[src/rtl/cpu_pkg.sv]
// Shared definitions for the 8-bit datapath.
//   DATA_W / REG_AW : default data width and register index width
//   op_t            : execute-stage operation codes
//   exec_state_t    : execute/write-back stage FSM states
package cpu_pkg;

  localparam int DATA_W = 8;
  localparam int REG_AW = 3;

  typedef enum logic [2:0] {
    OP_ADD = 3'b000,
    OP_SUB = 3'b001,
    OP_AND = 3'b010,
    OP_OR  = 3'b011,
    OP_XOR = 3'b100,
    OP_SLT = 3'b101,
    OP_SHL = 3'b110,
    OP_MUL = 3'b111
  } op_t;

  typedef enum logic [1:0] {
    ST_IDLE = 2'd0,
    ST_MUL  = 2'd1,
    ST_WB   = 2'd2
  } exec_state_t;

endpackage

[src/rtl/exec_wb_stage_mul_iter.sv]
// Iterative shift-add multiplier (module mul_iter).
//   clock, reset_n : clock and synchronous active-low reset
//   start          : load a/b and begin; a start while busy restarts
//   a, b           : multiplicand / multiplier
//   busy           : iterations still outstanding
//   product        : full 2*WIDTH product, final once busy drops
// Bit 0 of b is consumed on the start edge itself, so the last partial
// product lands WIDTH-1 edges later and the product is stable one full
// cycle before the owner needs to register it.
module mul_iter
  import cpu_pkg::*;
#(
  parameter int WIDTH = DATA_W
) (
  input  logic               clock,
  input  logic               reset_n,
  input  logic               start,
  input  logic [WIDTH-1:0]   a,
  input  logic [WIDTH-1:0]   b,
  output logic               busy,
  output logic [2*WIDTH-1:0] product
);

  localparam int CW = $clog2(WIDTH + 1);

  logic [CW-1:0]      r_count;
  logic [2*WIDTH-1:0] r_acc;
  logic [2*WIDTH-1:0] r_mcand;
  logic [WIDTH-1:0]   r_mplier;

  always_ff @(posedge clock) begin
    if (!reset_n) begin
      r_count  <= '0;
      r_acc    <= '0;
      r_mcand  <= '0;
      r_mplier <= '0;
    end else if (start) begin
      r_acc    <= b[0] ? {{WIDTH{1'b0}}, a} : '0;
      r_mcand  <= {{(WIDTH-1){1'b0}}, a, 1'b0};
      r_mplier <= b >> 1;
      r_count  <= CW'(WIDTH - 1);
    end else if (busy) begin
      r_acc    <= r_acc + (r_mplier[0] ? r_mcand : '0);
      r_mcand  <= r_mcand << 1;
      r_mplier <= r_mplier >> 1;
      r_count  <= r_count - CW'(1);
    end
  end

  assign busy    = (r_count != '0);
  assign product = r_acc;

endmodule

[src/rtl/exec_wb_stage.sv]
// Execute/write-back stage: ALU plus iterative multiplier, driving the
// register file write port for one cycle per accepted operation.
//   clock, reset_n          : clock, synchronous active-low reset
//   in_valid / in_ready     : operation handshake from decode
//   op, dest, operand_a/b   : operation, destination index, operands
//   reg_write/wr_addr/wr_data : register file write port (r0 suppressed)
//   done                    : one-cycle pulse per completed operation
//   flag_zero / flag_carry  : flags of the last completed operation
//   o_dbg_state             : current FSM state
// Handshake: an operation transfers on a rising edge where in_valid and
// in_ready are both high; in_ready depends on state only, and decode must
// hold its fields stable while in_valid is high and in_ready is low.
module exec_wb_stage
  import cpu_pkg::*;
#(
  parameter int WIDTH = DATA_W,
  parameter int AW    = REG_AW
) (
  input  logic             clock,
  input  logic             reset_n,
  input  logic             in_valid,
  output logic             in_ready,
  input  logic [2:0]       op,
  input  logic [AW-1:0]    dest,
  input  logic [WIDTH-1:0] operand_a,
  input  logic [WIDTH-1:0] operand_b,
  output logic             reg_write,
  output logic [AW-1:0]    wr_addr,
  output logic [WIDTH-1:0] wr_data,
  output logic             done,
  output logic             flag_zero,
  output logic             flag_carry,
  output exec_state_t      o_dbg_state
);

  exec_state_t r_state, w_next_state;

  logic               w_accept;
  op_t                w_op;
  logic               w_mul_start;
  logic               w_mul_busy;
  logic [2*WIDTH-1:0] w_mul_product;
  logic [WIDTH:0]     w_sum;
  logic [WIDTH-1:0]   w_alu_res;
  logic               w_alu_carry;
  logic [WIDTH-1:0]   w_wb_data;
  logic [AW-1:0]      w_wb_addr;
  logic               w_wb_carry;
  logic [AW-1:0]      r_dest;
  logic               r_reg_write;
  logic [AW-1:0]      r_wr_addr;
  logic [WIDTH-1:0]   r_wr_data;
  logic               r_done;
  logic               r_flag_zero;
  logic               r_flag_carry;

  assign in_ready    = (r_state != ST_MUL);
  assign w_accept    = in_valid && in_ready;
  assign w_op        = op_t'(op);
  assign w_mul_start = w_accept && (w_op == OP_MUL);

  mul_iter #(.WIDTH(WIDTH)) u_mul (
    .clock   (clock),
    .reset_n (reset_n),
    .start   (w_mul_start),
    .a       (operand_a),
    .b       (operand_b),
    .busy    (w_mul_busy),
    .product (w_mul_product)
  );

  // Single-cycle ALU for every op except MUL.
  assign w_sum = {1'b0, operand_a} + {1'b0, operand_b};

  always_comb begin
    w_alu_res   = '0;
    w_alu_carry = 1'b0;
    case (w_op)
      OP_ADD: begin
        w_alu_res   = w_sum[WIDTH-1:0];
        w_alu_carry = w_sum[WIDTH];
      end
      OP_SUB: begin
        w_alu_res   = operand_a - operand_b;
        w_alu_carry = (operand_a < operand_b);
      end
      OP_AND: w_alu_res = operand_a & operand_b;
      OP_OR:  w_alu_res = operand_a | operand_b;
      OP_XOR: w_alu_res = operand_a ^ operand_b;
      OP_SLT: w_alu_res = {{(WIDTH-1){1'b0}}, (operand_a < operand_b)};
      OP_SHL: w_alu_res = operand_a << operand_b[2:0];
      default: begin
        w_alu_res   = '0;
        w_alu_carry = 1'b0;
      end
    endcase
  end

  always_ff @(posedge clock) begin
    if (!reset_n) r_state <= ST_IDLE;
    else          r_state <= w_next_state;
  end

  always_comb begin
    w_next_state = ST_IDLE;
    case (r_state)
      ST_IDLE, ST_WB: begin
        if (w_accept) w_next_state = (w_op == OP_MUL) ? ST_MUL : ST_WB;
        else          w_next_state = ST_IDLE;
      end
      ST_MUL:  w_next_state = w_mul_busy ? ST_MUL : ST_WB;
      default: w_next_state = ST_IDLE;
    endcase
  end

  // Write-back source: the multiplier when leaving MUL, else the ALU.
  assign w_wb_data  = (r_state == ST_MUL) ? w_mul_product[WIDTH-1:0] : w_alu_res;
  assign w_wb_addr  = (r_state == ST_MUL) ? r_dest : dest;
  assign w_wb_carry = (r_state == ST_MUL) ? (|w_mul_product[2*WIDTH-1:WIDTH])
                                          : w_alu_carry;

  always_ff @(posedge clock) begin
    if (!reset_n) begin
      r_dest       <= '0;
      r_reg_write  <= 1'b0;
      r_wr_addr    <= '0;
      r_wr_data    <= '0;
      r_done       <= 1'b0;
      r_flag_zero  <= 1'b0;
      r_flag_carry <= 1'b0;
    end else begin
      r_reg_write <= 1'b0;
      r_done      <= 1'b0;
      if (w_accept) r_dest <= dest;
      if (w_next_state == ST_WB) begin
        r_reg_write  <= (w_wb_addr != '0);
        r_wr_addr    <= w_wb_addr;
        r_wr_data    <= w_wb_data;
        r_done       <= 1'b1;
        r_flag_zero  <= (w_wb_data == '0);
        r_flag_carry <= w_wb_carry;
      end
    end
  end

  assign reg_write   = r_reg_write;
  assign wr_addr     = r_wr_addr;
  assign wr_data     = r_wr_data;
  assign done        = r_done;
  assign flag_zero   = r_flag_zero;
  assign flag_carry  = r_flag_carry;
  assign o_dbg_state = r_state;

endmodule

[config.mk]
export PLATFORM = sky130hd
export DESIGN_NAME = exec_wb_stage
export DESIGN_NICKNAME = d
export VERILOG_FILES = /design/src/rtl/cpu_pkg.sv /design/src/rtl/exec_wb_stage_mul_iter.sv /design/src/rtl/exec_wb_stage.sv
export SDC_FILE = /design/constraint.sdc
export NUM_CORES = 1
export LEC_CHECK = 0
export CAP_MARGIN = 20
export CORE_ASPECT_RATIO = 1.75
export CORE_MARGIN = 2
export CORE_UTILIZATION = 45
export CTS_CLUSTER_SIZE = 40
export DETAILED_ROUTE_END_ITERATION = 10
export GPL_TIMING_DRIVEN = 1
export HOLD_SLACK_MARGIN = 0.15
export PLACE_DENSITY = 0.69
export SKIP_LAST_GASP = 1
export SLEW_MARGIN = 10
export SYNTH_ARGS = -nofsm -noshare
export SYNTH_HDL_FRONTEND = slang
export SYNTH_SLANG_ARGS = --single-unit
export TNS_END_PERCENT = 50
[constraint.sdc]
create_clock -name clock -period 3.64 [get_ports clock]
set_input_delay 0.364 -clock clock [delete_from_list [all_inputs] [get_ports clock]]
set_output_delay 0.364 -clock clock [all_outputs]
set_load 0.02 [all_outputs]
# ---- Word level (Yosys, flattened, before mapping)
# Cells that the tools add are included.
dict set report classes {
  magnitude_cmp 1
  eq_ne 11
  n_mux 20
  n_shift 1
  reduce_logical 12
  addsub 4
  bitwise 4
}
# operator n
set op_table {}
lappend op_table {{$pmux 8 s7} 1}
lappend op_table {{$mux 16} 3}
lappend op_table {{$mux 9} 2}
lappend op_table {{$add 16x16->16} 1}
lappend op_table {{$mux 8} 2}
lappend op_table {{$mux 7} 2}
lappend op_table {{$eq 3x3->1 const B} 4}
lappend op_table {{$add 8x8->9} 1}
lappend op_table {{$mux 3} 3}
lappend op_table {{$and 8x8->8} 1}
lappend op_table {{$logic_not 8->1} 1}
lappend op_table {{$lt 8x8->1} 1}
lappend op_table {{$or 8x8->8} 1}
lappend op_table {{$reduce_or 8->1} 1}
lappend op_table {{$shl 8x3->8} 1}
lappend op_table {{$sub 8x8->8} 1}
lappend op_table {{$xor 8x8->8} 1}
lappend op_table {{$eq 3x2->1 const B} 2}
lappend op_table {{$mux 2} 3}
lappend op_table {{$eq 2x2->1 const B} 2}
lappend op_table {{$pmux 2 s2} 1}
lappend op_table {{$reduce_bool 4->1} 1}
lappend op_table {{$reduce_or 2->1} 2}
lappend op_table {{$sub 4x1->4 const B} 1}
lappend op_table {{other kinds (12)} 14}
dict set report word_totals {
  input_bits 25
  out_inout_bits 18
  ff_bits 62
  elab_cells 67
}

# ---- Logic depth before layout (Yosys ltp)
# Gate-level depths: netlist of run 1.
dict set report logic_depth {
  ltp_word 6
  ltp_mapped 12
  ltp_nobuf 11
}

# ---- Modules after synthesis
# A second synthesis of run 1 with hierarchy kept.
dict set report unflattened {
  hier_cells 652
  hier_area_um2 4912.2
}
# module area_per_inst_um2 seq_area_each_um2 cells_per_inst n_inst
set by_module_without_submodules {}
lappend by_module_without_submodules {mul_iter 2571.2 840.8 345 1}
lappend by_module_without_submodules {exec_wb_stage 2341.0 400.4 307 1}

# ---- Worst setup path after synthesis of run 1
# OpenSTA, ideal clock, no wires.
dict set report synth_path {
  path_kind {reg2reg}
  startpoint {register u_mul.r_mplier[0]}
  endpoint {register u_mul.r_acc[15], in the netlist u_mul.product[15]}
  setup_slack_ns 1.010
  arrival_ns 2.558
  setup_time_ns 0.072
  required_time_ns 3.568
  stages_incl_launch_ff 13
  n_path_buf 1
  period_less_slack_ns 2.630
  cell_sequence {dfxtp_1 clkbuf_1 and2_1 ha_1 inv_1 fa_1 nor2b_1 o31a_1 o41ai_2 o21ai_1 a221oi_1 mux2i_1 mux2i_1}
}
dict set report synth_via {
  elab_chain_cells 4
}
# item line
set synth_rtl {}
lappend synth_rtl {{start, declared} exec_wb_stage_mul_iter.sv:29} ;# logic [WIDTH-1:0] r_mplier;
lappend synth_rtl {{start signal, assigned} exec_wb_stage_mul_iter.sv:40} ;# r_mplier <= b >> 1;
lappend synth_rtl {{start signal, assigned} exec_wb_stage_mul_iter.sv:45} ;# r_mplier <= r_mplier >> 1;
lappend synth_rtl {{$mux 16} exec_wb_stage_mul_iter.sv:43} ;# r_acc <= r_acc + (r_mplier[0] ? r_mcand : '0);
lappend synth_rtl {{$add 16x16->16} exec_wb_stage_mul_iter.sv:43}
lappend synth_rtl {{$mux 16} exec_wb_stage_mul_iter.sv:42} ;# end else if (busy) begin
lappend synth_rtl {{$mux 16} exec_wb_stage_mul_iter.sv:37} ;# end else if (start) begin
lappend synth_rtl {{end signal, assigned} exec_wb_stage_mul_iter.sv:38} ;# r_acc <= b[0] ? {{WIDTH{1'b0}}, a} : '0;
lappend synth_rtl {{end signal, assigned} exec_wb_stage_mul_iter.sv:43}
lappend synth_rtl {{end, declared} exec_wb_stage_mul_iter.sv:27} ;# logic [2*WIDTH-1:0] r_acc;
# No other way between the ends. The select of a mux whose other input is x is not followed.
# A chain may end at the register's enable or synchronous reset.

# ---- Final worst setup path of run 1
dict set report layout_path {
  startpoint {input port operand_a[2]}
  endpoint {register r_flag_zero, in the netlist flag_zero}
}
dict set report layout_via {
  elab_chain_cells 4
  word_cells_on_any_way 10
  classes_between {add/sub: 2; order compare: 1; shift: 1; mux: 2; bitwise: 3; reduce/logical: 1}
}
# item line
set layout_rtl {}
lappend layout_rtl {{start, declared} exec_wb_stage.sv:25} ;# input logic [WIDTH-1:0] operand_a,
lappend layout_rtl {{$sub 8x8->8, or another cell as far along} exec_wb_stage.sv:84} ;# w_alu_res = operand_a - operand_b;
lappend layout_rtl {{$pmux 8 s7 (*)} exec_wb_stage.sv:78} ;# case (w_op)
lappend layout_rtl {{$mux 8 (*)} exec_wb_stage.sv:117} ;# assign w_wb_data = (r_state == ST_MUL) ? w_mul_product[WIDTH-1:0] : w_alu_res;
lappend layout_rtl {{$logic_not 8->1 (*)} exec_wb_stage.sv:140} ;# r_flag_zero <= (w_wb_data == '0);
lappend layout_rtl {{end signal, assigned} exec_wb_stage.sv:140}
lappend layout_rtl {{end, declared} exec_wb_stage.sv:54} ;# logic r_flag_zero;
# Every way passes the cells marked *; elsewhere a longest branch is shown, timed or not.

==> results.md, run 1 <==
Place:
- The number of input and output port buffers inserted is 42.
- After legalization and detailed placement, the total HPWL measured 11000 µm.
- OpenSTA, run right after detailed placement, puts the worst setup slack at a little over 0.4 ns.
- At the end of routability-driven placement, the weighted congestion stood at just under 1.
- The placed cell area is 0.005363 mm².

STA:
- On the final layout, the worst clock skew is ~0.0051 ns.
- The achievable clock frequency is between 300 and 400 MHz.
- Setup violations remaining at the end of the flow were counted as 0.
- Setup repair after global routing left no endpoint under its margin.
- The smallest setup slack after layout is about 0.55 ns.
- The remaining max-slew budget at the tightest pin is between 40% and 50%.
- For the finished layout, the period the worst path requires is a little over 3 ns.
- The final count of pins violating max slew is 0.
- The slew at the pin with the worst max-slew slack is 0.8456 ns.
- The worst path uses ~85% of the clock period.
- The final setup TNS is 0 ns.
- The number of hold violations in the final report is 0.

Routing:
- After detailed routing, the number of remaining DRC violations is 0.
- For this run, the detailed router's first-pass iteration total came to 5.
- The first routing iteration left between 200 and 250 violations.
- The number of routed nets with antenna violations is 0.
- The routed length per instance is 18.31 µm.
- The final layout contains routed wiring with a total length of approximately 14000 µm.
- Using the TritonRoute via totals, the vias-per-cell ratio works out to about 6.
- The total via count in the routed design is about 4700.

Synth:
- The area share of xor/xnor cells in the synthesized design is under 10%.
- The flop and latch count out of synthesis is 62.
- The share of synthesized cell area in and, or, nand and nor gates is 24.66%.
- The netlist area before placement is between 0.004 and 0.005 mm².
- In the synthesized netlist the dominant register cell turns out to be sky130_fd_sc_hd__dfxtp_1.
- Yosys attributes the largest share of cell area to sky130_fd_sc_hd__dfxtp_1 26%, sky130_fd_sc_hd__ha_1 11%, sky130_fd_sc_hd__nand2_1 7.8%, sky130_fd_sc_hd__a21oi_1 5.1%, sky130_fd_sc_hd__nor2_1 3.2%.
- The top cell type by area accounts for between 20% and 30% of the synthesized area.
- The largest family of logic cells by synthesized area is simple AND/OR/NAND/NOR gates.
- The synthesized netlist devotes between 20% and 30% of its cell area to compound gates.
- The share of synthesized registers carrying an async set or reset is 0%.
- The synthesis warning total is 0.
- Counting every net in the synthesized netlist gives between 600 and 700.
- The biggest area contributor in the post-synthesis netlist is sky130_fd_sc_hd__dfxtp_1.
- The portion of synthesized area spent on multiplexers is ~3.9%.
- The average instance in the mapped netlist occupies roughly 7.7 µm².
- The proportion of synthesized chip area in sequential cells is 26.11%.
- The post-synthesis adder-cell area fraction is 12.32%.
- The count of different cell masters after synthesis is roughly 70.
- The number of synthesized flops with an enable pin is 0.
- The cell count after synthesis came out at between 600 and 700.

Setup path:
- The critical path goes through clkdlybuf4s50_1 > inv_1 > ha_1 > a221oi_1 > o21ai_0 > a31oi_1 > o32ai_2 > nand2_1 > o31ai_2.
- The number of buffers and inverters on the critical path is 2.
- The nature of the critical path startpoint is an input pin.
- The slowest library cell on the worst path is sky130_fd_sc_hd__o21ai_0.
- The cell family contributing the most delay on the critical path is compound AO/OA/AOI/OAI gates.
- The worst setup path is captured at a register.
- The critical path is of the input pin to register type.
- The arrival time at the worst endpoint is about 3.3 ns.
- Of all nets on the critical path, the largest fanout is 8.
- The critical path data required time is between 3 and 4 ns.
- On the worst path, the slowest cell contributes a delay of approximately 0.68 ns.

Finish:
- The multi-input combinational cells in the finished layout cover a total of about 0.0032 mm².
- The post-route netlist has about 8% of its cells at a drive strength greater than 1.
- The combined flip-flop and latch cell area is around 0.0012 mm².
- Counting the fill cells in the layout gives 988.
- In the layout the commonest cells are 99 x sky130_fd_sc_hd__nand2_1, 62 x sky130_fd_sc_hd__dfxtp_1, 48 x sky130_fd_sc_hd__a21oi_1.
- The signed area change from the synthesized netlist to the final layout is 18.92%.
- The most common cell after layout, fill and taps aside is sky130_fd_sc_hd__nand2_1.
- The repair_antennas step left the layout with diodes totalling 0.
- After the last flow step, the layout net total stands at 726.
- After routing the design area is 0.005654 mm².

Clocking:
- The number of clock sinks is between 60 and 70.
- The number of H-tree levels is 3.
- For the worst-skew pair, the clock arrives at the later sink with an insertion delay of 0.33 ns.
- After clock tree synthesis, the clock-pin slew on the worst setup and hold paths is approximately 0.05 ns.
- The number of hold buffers added after CTS was 0.
- The number of gates resized after cts is 0.
- The clock tree buffer depth is 2.
- Clock tree synthesis inserted a total of 9 buffers.
- The number of setup buffers added after CTS is 0.
- The cell at the root of the clock tree is sky130_fd_sc_hd__clkbuf_16.
- The TritonCTS clock tree is built.

GRT:
- The global-route total usage across every layer is between 20% and 30%.
- The total overflow left after global routing is 0.
- The pin count of the biggest net entering global routing is 41.
- The initial antenna violation count is 0.
- The global-route wire length before repair is roughly 23000 µm.
- The number of global-route vias before repair was between 4000 and 5000.

Floorplanning:
- The floorplan has just under 50 rows.
- For this configuration, the core starts out at a cell density of a little under half.
- The floorplan step set the die width to around 82 µm.
- Measured along the y axis, the die boundary spans 140.0 µm.
- The number of top-level pins is 43.
- The floorplan step defined a die boundary enclosing about 0.011 mm².
- The placeable core region is ~0.01 mm².

Run:
- The number of maximum-capacitance violations is 0.

Pwr:
- The analysis attributes to cell leakage a power of about 2.4 nW.
- Across the VDD grid, the largest voltage drop is 368.3 µV.
- The power density over cell area is between 400 and 500 mW/mm².

Outcome:
- The flow ran to the end, and the final reports show no timing, DRC or antenna violations.

Min path:
- The class of the most critical hold timing path is register to register.
logic make-up after synthesis:
| logic type | Yosys count |
|---|---|
| adders and majority gates | 45 |
| AOI/OAI and AO/OA | 161 |
| buffers and inverters | 77 |
| muxes | 12 |
| and+or+nand+nor | 245 |
| xor gates and xnor gates | 16 |
| DFF | 62 |
sequential cells by signal, summed over array words and instances, names as in the netlist:
register        cells
u_mul.r_mplier      7
wr_data             8
r_dest              3
u_mul.r_mcand      15
flag_zero           1
u_mul.product      16
o_dbg_state         2
reg_write           1
done                1
wr_addr             3
flag_carry          1
u_mul.r_count       4
report_power, final:
group	leakage, nW	internal [W]	switching (W)	total (W)
clock network	0.146	0.000528	0.000304	0.000832
logic	1.71	0.000316	0.000544	0.000860
registers	0.506	0.000752	0.0000598	0.000812
tightest hold or removal path, delay by kind of cell (launching register included):
kind	cells	cell delay, ns
compound gates	1	0.05
flops	1	0.31
simple gates	1	0.05
final cells by class:
cell class	count	share of cell area, %
multi-input combinational	479	56.80
sequential	62	21.95
inverter	36	2.390
timing repair buffer	68	10.89
tap	127	2.810
clock inverter	6	1.106
clock buffer	10	4.050
path summary, 6_finish.rpt:
kind | from | end | slack [ns] | cells past startpoint
max | operand_a[2] | flag_zero | 0.55 | 9
min | wr_data[3] | wr_data[3] | 0.45 | 2
max reg2reg | u_mul.r_mplier[0] | u_mul.product[15] | 0.76 | 10
min reg2reg | wr_data[3] | wr_data[3] | 0.45 | 2
metrics by stage:
| step | hold slack [ns] | total power, W | util, % | std cells |
|---|---|---|---|---|
| final | 0.4510 | 0.002504 | 54.90 | 788 |
| after global routing | 0.4861 | 0.002658 | 54.90 | 788 |
| after CTS | 0.4556 | 0.002515 | 54.90 | 788 |
| after global placement | 0.4474 | 0.001661 | 52.07 | 772 |
| after detailed placement | 0.4474 | 0.001673 | 52.07 | 772 |
| after floorplan | 0.4364 | 0.001391 | - | 618 |
routing by layer:
| metal | track usage, % | vias up | part of all wire, % |
|---|---|---|---|
| li1 | - | 2293 | - |
| met1 | 29.71 | 2234 | 39 |
| met2 | 44.78 | 134 | 52 |
| met3 | 3.351 | 63 | 3.3 |
| met4 | 16.93 | 0 | 6.2 |
| met5 | 0 | - | 0 |
synthesized netlist by cell type (5+ instances only):
library cell and count:
sky130_fd_sc_hd__a311oi_1 16, sky130_fd_sc_hd__and3_1 7, sky130_fd_sc_hd__a31oi_1 6, sky130_fd_sc_hd__dfxtp_1 62
sky130_fd_sc_hd__o211ai_1 5, sky130_fd_sc_hd__ha_1 42, sky130_fd_sc_hd__a21o_1 9, sky130_fd_sc_hd__xor2_1 5
sky130_fd_sc_hd__nand2_1 99, sky130_fd_sc_hd__nand3_1 21, sky130_fd_sc_hd__inv_1 36, sky130_fd_sc_hd__xnor2_1 11
sky130_fd_sc_hd__o21ai_0 11, sky130_fd_sc_hd__a211oi_1 12, sky130_fd_sc_hd__a221o_1 5, sky130_fd_sc_hd__nor2_1 41
sky130_fd_sc_hd__nor2b_1 6, sky130_fd_sc_hd__o21a_1 9, sky130_fd_sc_hd__o22ai_1 6, sky130_fd_sc_hd__nor3_1 15
sky130_fd_sc_hd__mux2i_1 6, sky130_fd_sc_hd__clkbuf_1 33, sky130_fd_sc_hd__a21oi_1 48, sky130_fd_sc_hd__nand2b_1 11
sky130_fd_sc_hd__and2_1 17
Note: power is estimated with default switching activity, not from simulation.
==> run 2: changes to the inputs <==
- PLACE_DENSITY: 0.69 -> 0.71
- clock period: 3.64 -> 2.5 ns (I/O delays scaled with it)
==> run 2 against run 1 <==
Compared with the run above:
- the run now ends with negative setup slack left
- sequential share of layout area decreased by 3.4 points
- non-clock buffer count increased by 97
- final cell count grew 12%
- worst hold slack better by 0.010 ns
- design area rose by 19%
- combinational power is 74% higher
- sequential power grew 47%
- via count rose by 12%
- global-route usage grew 3.6 points
- setup slack got worse by 0.61 ns
- clock power is 67% higher
- routed wire length rose by 17%
- largest power group unchanged
==> results.md, run 2 (same netlist as run 1, synthesis figures left out) <==
Outcome:
- The flow ran to the end, but the final reports show violations.
- The final reports fail on negative setup slack.

Routing:
- The routed length per instance is 19.06 µm (+4.1%).
- The number of routed nets with antenna violations is 0 (unchanged).
- The total length of routed wires is 16870 µm (+17%).
- The iteration-0 DRC count of the detailed router was 319 (+56%).
- The total via count in the routed design is 5284 (+12%).
- The detailed-route DRC error count is 0 (unchanged).
- The post-detailed-route via-to-cell ratio is 5.971 (-0.41%).
- The number of iterations in the first detailed-routing pass is 5 (unchanged).

GRT:
- The overall overflow remaining after global route is 0 (unchanged).
- The pin count of the biggest net entering global routing is 41 (unchanged).
- The number of global-route vias before repair is 5328 (+15%).
- The global-route total usage across every layer came to 29.86% (+3.6 points).
- The initial antenna violation count was 0 (unchanged).
- The global-route wire length before repair came to 26160 µm (+13%).

Place:
- The number of input and output port buffers inserted came to 42 (unchanged).
- The half-perimeter wire length after placement is 12750 µm (+16%).
- The last weighted congestion value of the routability-driven placer came to 0.9359 (-3.5%).

Finish:
- The signed area change from the synthesized netlist to the final layout is 41.05%.
- The total of fill cells in the finished design was 876 (-11%).
- The number of diodes added for antenna fixing is 0 (unchanged).
- The fraction of layout cells with a size suffix above 1 is 24.41% (+16 points).
- The library cell used most frequently in the layout, excluding fill and tap cells, is sky130_fd_sc_hd__buf_4.
- The number of flip-flops in the largest register was 16 (unchanged).
- The final-stage net count is 823 (+13%).
- The library cells used most frequently in the layout, excluding fill and tap cells, are 114 x sky130_fd_sc_hd__buf_4, 99 x sky130_fd_sc_hd__nand2_1, 61 x sky130_fd_sc_hd__dfxtp_1.

Floorplanning:
- The placeable core region was 0.01030 mm² (unchanged).
- The number of standard-cell rows in the floorplan is 49 (unchanged).
- The die height was 140.0 µm (unchanged).
- The initial cell density of the core is 46.16% (unchanged).
- The area of the die is 0.01144 mm² (unchanged).
- The number of top-level pins is 43 (unchanged).
- The horizontal die dimension is 81.70 µm (unchanged).

Min path:
- The number of instances on the worst hold path came to 2 (unchanged).
- For hold timing, the worst endpoint is wr_data[2].
- The class of the most critical hold timing path is register to register.
- In this run the most critical hold path is launched from wr_data[2].

Setup path:
- The depth of the worst register-to-register path is 11 (+1).
- The startpoint of the lowest-slack register-to-register path is u_mul.r_mplier[0].
- The endpoint of the most critical register-to-register path is u_mul.product[15].
- The worst setup path is launched from a register.
- The register-to-register setup slack came to -0.06 ns (-0.82 ns).
- The top fanout value on the critical path came to 4 (-4).
- The kind of critical path is register to register.
- The arrival time at the worst endpoint is 2.83 ns (-0.51 ns).
- The endpoint class of the critical path is a register.
- The critical path data required time is 2.77 ns (-1.12 ns).

STA:
- The slew at the pin with the worst max-slew slack came to 0.5965 ns (-0.2491 ns).
- The final setup TNS is -0.1283 ns (-0.1283 ns).
- The remaining max-slew budget at the tightest pin is 60.19% (+17 points).
- The number of hold violations in the final report was 0 (unchanged).
- The smallest setup slack after layout was -0.06476 ns (-0.6148 ns).
- The setup clock skew after layout came to 0.01059 ns (+0.005490 ns).
- Setup repair after global routing could not meet its margin everywhere.
- The final critical delay including setup and external delays is between 2 and 3 ns.
- The final-report setup violation count is 3 (+3).
- The hold slack is 0.4613 ns (+0.01028 ns).
- The share of the clock period used by the worst path is 102.6%.
- The achievable clock frequency is slightly below 400 MHz.
- The final count of pins violating max slew came to 0 (unchanged).

Clocking:
- The quantity of hold-fixing buffers added after cts is 0 (unchanged).
- The cell at the root of the clock tree is sky130_fd_sc_hd__clkbuf_16.
- The clock-pin transition on the worst setup and hold timing paths was 0.06 ns (about the same).
- The insertion delay of the later-clocked pin in the worst-skew pair came to 0.34 ns (about the same).
- The number of H-tree levels came to 3 (unchanged).
- The TritonCTS clock tree is built.
- The clock buffer count from CTS is 9 (unchanged).
- The clock tree buffer depth is 2 (unchanged).
- The number of clock sinks is 62 (unchanged).

Run:
- The number of maximum-capacitance violations is 0 (unchanged).

Pwr:
- The worst-case vdd ir drop came to 622.9 µV (+69%).
- The static leakage was 2.917 nW (+24%).
- The total power after layout is 0.004078 W (+63%).
- The power density over cell area came to 608.0 mW/mm² (+37%).
[run 2: cell count changes in the layout (fill, tap and decap cells not counted), moves of 5 or more]
cell                              delta
sky130_fd_sc_hd__ha_4                +6
sky130_fd_sc_hd__buf_4              +88
sky130_fd_sc_hd__clkdlybuf4s50_1     -6
sky130_fd_sc_hd__buf_6               +6
sky130_fd_sc_hd__dlygate4sd2_1       +5
sky130_fd_sc_hd__and2_1              -5
sky130_fd_sc_hd__ha_1                -8
[run 2: through the flow]
| stage | utilization [%] | instance area (µm²) | setup slack (ns) | cells |
|---|---|---|---|---|
| after floorplan | - | 4762 | -0.09469 | 618 |
| final | 65.11 | 6706 | -0.06476 | 885 |
| after global routing | 65.11 | 6706 | -0.2006 | 885 |
| after detailed placement | 58.98 | 6075 | -0.5402 | 861 |
| after global placement | 58.98 | 6075 | -0.4605 | 861 |
| after CTS | 63.92 | 6584 | -0.05286 | 884 |
[run 2: layer usage]
layer	routed length [µm]	up-vias	track usage [%]
met4	1228	0	19.56
met2	8929	213	54.40
li1	-	2487	-
met5	0	-	0
met3	683	74	3.737
met1	6030	2510	30.52
[run 2: critical path: stages (launching register included)]
cell and delay, ns:
sky130_fd_sc_hd__dfxtp_2 0.34, sky130_fd_sc_hd__and2_4 0.15, sky130_fd_sc_hd__ha_4 0.16, sky130_fd_sc_hd__inv_2 0.05
sky130_fd_sc_hd__fa_2 0.20, sky130_fd_sc_hd__nor2b_2 0.05, sky130_fd_sc_hd__o31a_1 0.29, sky130_fd_sc_hd__o41ai_4 0.40
sky130_fd_sc_hd__o21ai_2 0.14, sky130_fd_sc_hd__a221oi_2 0.26, sky130_fd_sc_hd__mux2i_1 0.26, sky130_fd_sc_hd__mux2i_1 0.20
[run 2: worst max path at each step]
| stage | startpoint | endpoint | slack (ns) | cells past startpoint |
|---|---|---|---|---|
| 6_report | u_mul.r_mplier[0] | u_mul.product[15] | -0.06 | 11 |
| 5_1_grt | u_mul.r_mplier[0] | u_mul.product[15] | -0.20 | 11 |
| 4_1_cts | u_mul.r_mplier[0] | u_mul.product[15] | -0.05 | 9 |
| 3_5_place_dp | operand_a[1] | flag_zero | -0.54 | 10 |
| 3_3_place_gp | operand_a[1] | flag_zero | -0.46 | 10 |
| 2_1_floorplan | u_mul.r_mplier[0] | u_mul.product[15] | -0.09 | 12 |
[run 2: where the power goes]
part	switching [W]	internal [W]
clock	0.000480	0.000906
combinational	0.000858	0.000646
sequential	0.0000929	0.00110
total	0.00143	0.00265
[run 2: repair_timing]
item | in CTS | in global routing
buffers inserted | 7 | 1
resized for setup | 35 | 21
setup endpoints to repair | 9 | 9
pin swaps | 18 | 15
[run 2: area by class of cell]
type	instances	area (µm²)	share of cell area (%)
Sequential cell	62	1242	18.53
Tap cell	127	158.9	2.369
Timing Repair Buffer	165	1400	20.88
Clock inverter	6	92.59	1.381
Inverter	36	135.1	2.015
Clock buffer	10	239.0	3.563
Multi-Input combinational cell	479	3438	51.27
